==> config.mk <==
export PLATFORM = sky130hd
export DESIGN_NAME = traffic_light_sequencer
export DESIGN_NICKNAME = d
export VERILOG_FILES = /design/src/rtl/traffic_light_sequencer.sv
export SDC_FILE = /design/constraint.sdc
export NUM_CORES = 1
export LEC_CHECK = 0
export CORE_MARGIN = 1
export CORE_UTILIZATION = 40
export DETAILED_ROUTE_END_ITERATION = 8
export MAX_ROUTING_LAYER = met4
export SLEW_MARGIN = 20
export SYNTH_ARGS = -nofsm -noshare
export SYNTH_HDL_FRONTEND = slang
export SYNTH_SLANG_ARGS = --single-unit
==> constraint.sdc <==
create_clock -name clk -period 2.1 [get_ports clk]
set_input_delay 0.315 -clock clk [delete_from_list [all_inputs] [get_ports clk]]
set_output_delay 0.315 -clock clk [all_outputs]
set_load 0.01 [all_outputs]
==> src/rtl/traffic_light_sequencer.sv <==
// Four-way traffic light controller: day cycle, pedestrian walk, night flash and emergency hold.
// Lamps and walk are Moore-decoded from the state register; pedAck is a registered entry pulse.
module traffic_light_sequencer #(
   parameter int GREEN_TICKS  = 8,
   parameter int YELLOW_TICKS = 3,
   parameter int ALLRED_TICKS = 2,
   parameter int WALK_TICKS   = 6,
   parameter int FLASH_TICKS  = 4,
   parameter int TW           = 4
) (
   input  logic       clk,
   input  logic       rst,
   input  logic [1:0] mode,
   output logic [2:0] nsLight,
   output logic [2:0] ewLight,
   output logic       walk,
   output logic       pedAck,
   output logic [3:0] dbgState
);

   typedef enum logic [3:0] {
      S_NS_G  = 4'd0,
      S_NS_Y  = 4'd1,
      S_AR1   = 4'd2,
      S_EW_G  = 4'd3,
      S_EW_Y  = 4'd4,
      S_AR2   = 4'd5,
      S_WALK  = 4'd6,
      S_FLASH = 4'd7,
      S_EMG   = 4'd8
   } state_t;

   localparam logic [TW-1:0] L_GREEN  = TW'(GREEN_TICKS - 1);
   localparam logic [TW-1:0] L_YELLOW = TW'(YELLOW_TICKS - 1);
   localparam logic [TW-1:0] L_ALLRED = TW'(ALLRED_TICKS - 1);
   localparam logic [TW-1:0] L_WALK   = TW'(WALK_TICKS - 1);
   localparam logic [TW-1:0] L_FLASH  = TW'(FLASH_TICKS - 1);

   localparam logic [2:0] LAMP_R = 3'b100;
   localparam logic [2:0] LAMP_Y = 3'b010;
   localparam logic [2:0] LAMP_G = 3'b001;
   localparam logic [2:0] LAMP_O = 3'b000;

   state_t        r_state;
   logic [TW-1:0] r_timer;
   logic          r_ped_pending;
   logic          r_flash_phase;
   logic          r_ped_ack;

   state_t        w_state_nxt;
   logic [TW-1:0] w_timer_nxt;
   logic          w_phase_nxt;
   logic          w_ped_nxt;
   logic          w_ack_nxt;
   logic          w_tdone;
   logic          w_emg;
   logic          w_night;
   logic          w_ped;
   logic          w_enter;

   function automatic logic [TW-1:0] f_load(input state_t s);
      case (s)
         S_NS_G, S_EW_G: f_load = L_GREEN;
         S_NS_Y, S_EW_Y: f_load = L_YELLOW;
         S_AR1, S_AR2:   f_load = L_ALLRED;
         S_WALK:         f_load = L_WALK;
         S_FLASH:        f_load = L_FLASH;
         default:        f_load = '0;
      endcase
   endfunction

   always_ff @(posedge clk) begin
      if (rst) begin
         r_state       <= S_AR2;
         r_timer       <= L_ALLRED;
         r_ped_pending <= 1'b0;
         r_flash_phase <= 1'b1;
         r_ped_ack     <= 1'b0;
      end else begin
         r_state       <= w_state_nxt;
         r_timer       <= w_timer_nxt;
         r_ped_pending <= w_ped_nxt;
         r_flash_phase <= w_phase_nxt;
         r_ped_ack     <= w_ack_nxt;
      end
   end

   always_comb begin
      w_tdone     = (r_timer == '0);
      w_emg       = (mode == 2'b11);
      w_night     = (mode == 2'b01);
      // A request in the current cycle counts as pending so greens react immediately.
      w_ped       = r_ped_pending | (mode == 2'b10);
      w_state_nxt = r_state;
      w_timer_nxt = r_timer - 1'b1;
      w_phase_nxt = r_flash_phase;
      case (r_state)
         S_NS_G:  if (w_emg || w_night || w_ped || w_tdone) w_state_nxt = S_NS_Y;
         S_NS_Y:  if (w_tdone) w_state_nxt = S_AR1;
         S_EW_G:  if (w_emg || w_night || w_ped || w_tdone) w_state_nxt = S_EW_Y;
         S_EW_Y:  if (w_tdone) w_state_nxt = S_AR2;
         S_WALK:  if (w_tdone) w_state_nxt = S_AR2;
         S_AR1, S_AR2: begin
            if (w_tdone) begin
               if (w_emg)               w_state_nxt = S_EMG;
               else if (w_ped)          w_state_nxt = S_WALK;
               else if (w_night)        w_state_nxt = S_FLASH;
               else if (r_state == S_AR1) w_state_nxt = S_EW_G;
               else                     w_state_nxt = S_NS_G;
            end
         end
         S_FLASH: begin
            if (w_emg)             w_state_nxt = S_EMG;
            else if (!w_night)     w_state_nxt = S_AR2;
            else if (w_tdone) begin
               w_phase_nxt = ~r_flash_phase;
               w_timer_nxt = L_FLASH;
            end
         end
         S_EMG: begin
            w_timer_nxt = r_timer;
            if (!w_emg) w_state_nxt = S_AR2;
         end
         default: w_state_nxt = S_AR2;
      endcase

      w_enter = (w_state_nxt != r_state);
      if (w_enter) begin
         w_timer_nxt = f_load(w_state_nxt);
         if (w_state_nxt == S_FLASH) w_phase_nxt = 1'b1;
      end

      w_ack_nxt = w_enter && (w_state_nxt == S_WALK);
      if (w_ack_nxt)            w_ped_nxt = 1'b0;
      else if (mode == 2'b10)   w_ped_nxt = 1'b1;
      else                      w_ped_nxt = r_ped_pending;
   end

   always_comb begin
      nsLight = LAMP_R;
      ewLight = LAMP_R;
      walk    = 1'b0;
      case (r_state)
         S_NS_G:  nsLight = LAMP_G;
         S_NS_Y:  nsLight = LAMP_Y;
         S_EW_G:  ewLight = LAMP_G;
         S_EW_Y:  ewLight = LAMP_Y;
         S_WALK:  walk    = 1'b1;
         S_FLASH: begin
            nsLight = r_flash_phase ? LAMP_Y : LAMP_O;
            ewLight = r_flash_phase ? LAMP_R : LAMP_O;
         end
         default: ;
      endcase
   end

   assign pedAck   = r_ped_ack;
   assign dbgState = r_state;

endmodule

# Word level (Yosys, flattened, before mapping)
# Memory sizes are Yosys's and may differ from the RTL's.
# Index checks and enable logic that the tools add are counted.
[word_totals] reg_bits=11 mem_count=1 rom_bits=24 out_inout_bits=12 in_bits=4
[mem_list] memory="(no name shown)" depth=8 width=3 rd=1 rd_ports_with_merged_regs=0 write_ports=0 line="62" text="case (s)"
[classes] reduce_logical=9 addsub=1 muxes=30 bitwise_logic=2 n_eq_ne=15
[op_table] cell="4-bit two-way mux" count=14
[op_table] cell="4-bit case mux with 7 select lines" count=1
[op_table] cell="4-bit by 3-bit equality test with 1-bit output (second input constant)" count=6
[op_table] cell="3-bit case mux with 3 select lines" count=2
[op_table] cell="3-bit two-way mux" count=3
[op_table] cell="4-bit by 2-bit equality test with 1-bit output (second input constant)" count=2
[op_table] cell="4-bit logical NOT" count=2
[op_table] cell="4-bit case mux with 2 select lines" count=1
[op_table] cell="1-bit two-way mux" count=7
[op_table] cell="2-bit OR reduction" count=3
[op_table] cell="2-bit equality test (second input constant)" count=2
[op_table] cell="4-bit by 1-bit equality test with 1-bit output (second input constant)" count=1
[op_table] cell="4-bit equality test (second input constant)" count=1
[op_table] cell="2-bit two-way mux" count=2
[op_table] cell="4-bit inequality test" count=1
[op_table] cell="4-bit by 1-bit subtractor with 4-bit output (second input constant)" count=1
[op_table] cell="1-bit logical OR" count=3
[op_table] cell="2-bit by 1-bit equality test with 1-bit output (second input constant)" count=1
[op_table] cell="2-bit inequality test (second input constant)" count=1
[op_table] cell="1-bit logical AND" count=1
[op_table] cell="1-bit NOT" count=1
[op_table] cell="1-bit OR" count=1

# Logic depth before layout (Yosys ltp)
[depth] word_depth=10 mapped_depth=13

# Worst setup path before layout
# No wires, ideal clock.
[synth_path] path_type="register to register" startpoint="register r_timer[0]" endpoint="register r_timer[2]" required_ns=1.969 path_stages_with_launch=12 path_buffers=2 slack_ns=-0.189 t_arrival_ns=2.159 setup_time_ns=0.131 path_cell_list="dfxtp_1 > inv_1 > ha_1 > or3b_1 > buf_6 > a221oi_1 > a211oi_1 > and2_4 > buf_6 > o2111ai_4 > mux2i_1 > a21oi_1"
[synth_between] elab_chain_cells=7
[synth_lines] item="start: declaration" line="45" text="logic [TW-1:0] r_timer;"
[synth_lines] item="start signal: assignment" line="81" text="r_timer <= w_timer_nxt;"
[synth_lines] item="4-bit logical NOT" line="89" text="w_tdone = (r_timer == '0);"
[synth_lines] item="1-bit logical OR" line="98, 100"
[synth_lines] item="4-bit two-way mux, on equally long branches" line="100, 98"
[synth_lines] item="4-bit case mux with 7 select lines" line="97" text="case (r_state)"
[synth_lines] item="memory 8 x 3 bit"
[synth_lines] item="4-bit two-way mux" line="62"
[synth_lines] item="4-bit two-way mux" line="128" text="if (w_enter) begin"
# Several ways; a longest one is shown, not always the timed one.
# A chain may end at the register's enable or synchronous reset.

# Worst setup path in the final report
[layout_path] startpoint="register r_timer[1]" endpoint="register r_timer[2]"
# The elaborated chain is that of the path after synthesis.

==> qor.csv <==
stage,metric,value,unit
power,leakage,0.841,nW
timing,fin_setup_tns,-0.612,ns
floorplan,die_x,55.6,µm
clock_tree,clkLatencyLatePin,0.26,ns
power,ir_drop,1150,µV
worst_setup_path,critical_path_required,2.25,ns
placement,hpwl,2710,µm
global_route,grt_pass1_wl,6250,µm
worst_setup_path,endpoint_kind,flop,
logic_synthesis,syn_nets,159,
logic_synthesis,yosys-top-cells-area,"dfxtp_1, nand2_1, nor2_1",
logic_synthesis,synthCells,152,
worst_setup_path,worstPathMaxFanout,7,
timing,max_slew.worst_pin.slew,0.435,ns
floorplan,num_io_pins,16,
cells_and_area,insertedDiodeCount,0,
outcome,violations,negative setup slack,
floorplan,start_util,42.1,%
global_route,met2_usage,43.4,%
cells_and_area,area_growth,69.1,%
cells_and_area,regArea,226,µm²
logic_synthesis,ys_async_sr_fraction,0,%
cells_and_area,n_fill_cell,210,
placement,dp_cells,229,
global_route,grt_overflow,0,
clock_tree,cts_max_level,1,
routing,drc_errors,0,
worst_setup_path,crit_buf_inv,5,
routing,drt_first_iter_violations,42,
worst_setup_path,critical_path.top_delay_family,buffers and inverters,
timing,post-route-worst-setup-slack,-0.147,ns
cells_and_area,final_cells,243,
worst_setup_path,crit_chain,inv_2 -> ha_4 -> buf_4 -> nor3b_2 -> buf_6 -> nand2_4 -> buf_4 -> o31a_1 -> and3_4 -> o2111ai_4 -> buf_6 -> mux2i_1 -> a21oi_1,
outcome,run_status,"complete, but fails checks",
clock_tree,clkTransAtPathRegs,0.08,ns
global_route,grt_max_degree,18,
logic_synthesis,ys_ff_latch,11,
power,p_per_area,1470,nW/µm²
hold_path,hold_path_class,primary input to flop,
global_route,antenna_found_initial,0,
placement,port-buffer-count,15,
logic_synthesis,synth_top_area_cell,dfxtp_1,
floorplan,die_y,55.6,µm
worst_setup_path,arrival,2.39,ns
timing,period_share,107,%
timing,rsz0062_at_grt,true,
worst_setup_path,startpoint,r_timer[1],
clock_tree,cts.path.max_buffers,2,
routing,antenna_left,0,
logic_synthesis,ys_seq_area_share,19.1,%
worst_setup_path,path_class,flop to flop,
power,power,0.00286,W
placement,place.gp.congestion,0.943,
hold_path,hold_start,mode[1],
worst_setup_path,crit_slowest_cell,dfxtp_2,
timing,drv_slew,0,
clock_tree,cts_sinks,11,
timing,finalHoldViolCount,0,
floorplan,rows,19,
timing,fmax,0.445,GHz
cells_and_area,multi_input_area,1020,µm²
timing,skew,0.0127,ns
routing,via_per_inst,5.83,
floorplan,core-area,2730,µm²
logic_synthesis,avgSynthCellArea,7.57,µm²
placement,dpl-instance-area,1610,µm²
worst_setup_path,crit_path_max_incr_delay,0.33,ns
logic_synthesis,yosysWarnings,0,
global_route,use_met1,31.1,%
cells_and_area,nNetsFinal,220,
worst_setup_path,reg2reg_from,r_timer[1],
cells_and_area,drive_above_1_share,51.4,%
run,maxCapViolations,0,
logic_synthesis,netlist_area,1150,µm²
logic_synthesis,synth_edf_count,0,
worst_setup_path,crit_path_start_kind,flop,
global_route,busiest_layer,met2,
routing,dr.pass1.iters,4,
global_route,grt_usage,25.6,%
timing,min_period,2.25,ns
logic_synthesis,yosysTopAreaCellShare,19.1,%
logic_synthesis,synthDistinctLibCells,53,
routing,routedWlPerCell,16.3,µm
logic_synthesis,synthFlopType,dfxtp_1,
timing,slew_headroom,71.0,%
clock_tree,cts_buffers,3,
global_route,grt_pass1_vias,1389,
placement,pre_cts_ws,-0.694,ns
cells_and_area,final_area,1950,µm²
clock_tree,root_buffer,clkbuf_4,
routing,drt-total-wl,3960,µm
floorplan,die-area,3100,µm²
global_route,met3_usage,3.49,%
clock_tree,cts_tree,built,
routing,num_vias,1417,
clock_tree,holdBufCountCts,0,
timing,setup_viol_count_final,6,
logic_synthesis,synth_common_cells,"nand2_1, nor2_1, dfxtp_1",
[layout by cell type (no fill, tap or decap), types with 3 or more instances in the layout]
| master | instances |
|---|---|
| buf_4 | 42 |
| nor2_1 | 11 |
| buf_6 | 10 |
| nand2_1 | 9 |
| dfxtp_1 | 8 |
| a21oi_1 | 7 |
| clkdlybuf4s50_1 | 7 |
| inv_1 | 5 |
| nand2b_1 | 4 |
| o21ai_0 | 4 |
| nor2b_1 | 4 |
| nor3_1 | 4 |
| dlymetal6s2s_1 | 4 |
| nand2_4 | 3 |
| o2111ai_2 | 3 |
| nor2_2 | 3 |
| and3_1 | 3 |
| nand3_1 | 3 |
| inv_2 | 3 |
| clkbuf_4 | 3 |
| dlygate4sd2_1 | 3 |
[timing repair]
item,CTS,global route
setup buffers,5,6
resized for setup,39,22
endpoints found under the setup margin,14,12
pin swaps,14,4
[through the flow]
stage          utilization (%)  hold WS [ns]
3_3_place_gp              58.9         0.561
4_1_cts                   66.5         0.590
5_1_grt                   71.2         0.555
3_5_place_dp              58.9         0.572
2_1_floorplan                -         0.469
6_report                  71.2         0.527
[cell families (layout without fill, tap and decap cells)]
group                      count (synthesis)  after routing  share of synthesized area [%]
muxes                                      4              4                           3.80
DFF                                       11             11                           19.1
xor gates and xnor gates                   3              3                           2.28
buffers and inverters                     21             81                           10.3
AOI/OAI and AO/OA                         41             41                           26.5
adders and majority gates                  3              3                           3.26
and+or+nand+nor                           69             69                           34.7
[sequential cells by signal, summed over array words and instances, names as in the netlist]
register,cells
dbgState,4
pedAck,1
r_flash_phase,1
r_ped_pending,1
r_timer,4
[worst paths after layout]
kind,slack (ns),cells past startpoint,to
max reg2reg,-0.15,13,r_timer[2]
min reg2reg,0.59,3,r_timer[0]
min,0.53,3,r_ped_pending
max,-0.15,13,r_timer[2]
[layer usage]
layer,vias to the layer above,part of all wire [%]
li1,682,-
met1,683,42
met2,36,50
met3,16,4.7
met4,0,3.5
met5,-,0
[tightest hold or removal path, delay by kind of cell]
| kind | cells | cell delay, ns |
|---|---|---|
| buffers and inverters | 1 | 0.17 |
| AO/OA/AOI/OAI | 2 | 0.24 |
[layout make-up]
| cell class | instances | area share [%] |
|---|---|---|
| multi-input cells | 120 | 52.4 |
| repair buffers | 69 | 31.0 |
| flip-flops and latches | 11 | 11.6 |
| well taps | 31 | 1.99 |
| inverters | 8 | 1.54 |
| clock buffers | 4 | 1.35 |
[report_power, final]
part / switching [W] / leakage, nW / internal, W / total [W]
sequential: 0.0000488 / 0.0903 / 0.000271 / 0.000320
clock: 0.0000664 / 0.0150 / 0.0000733 / 0.000140
combinational: 0.00110 / 0.736 / 0.00129 / 0.00240
total: 0.00122 / 0.841 / 0.00164 / 0.00286
(Power assumes the default switching activity.)
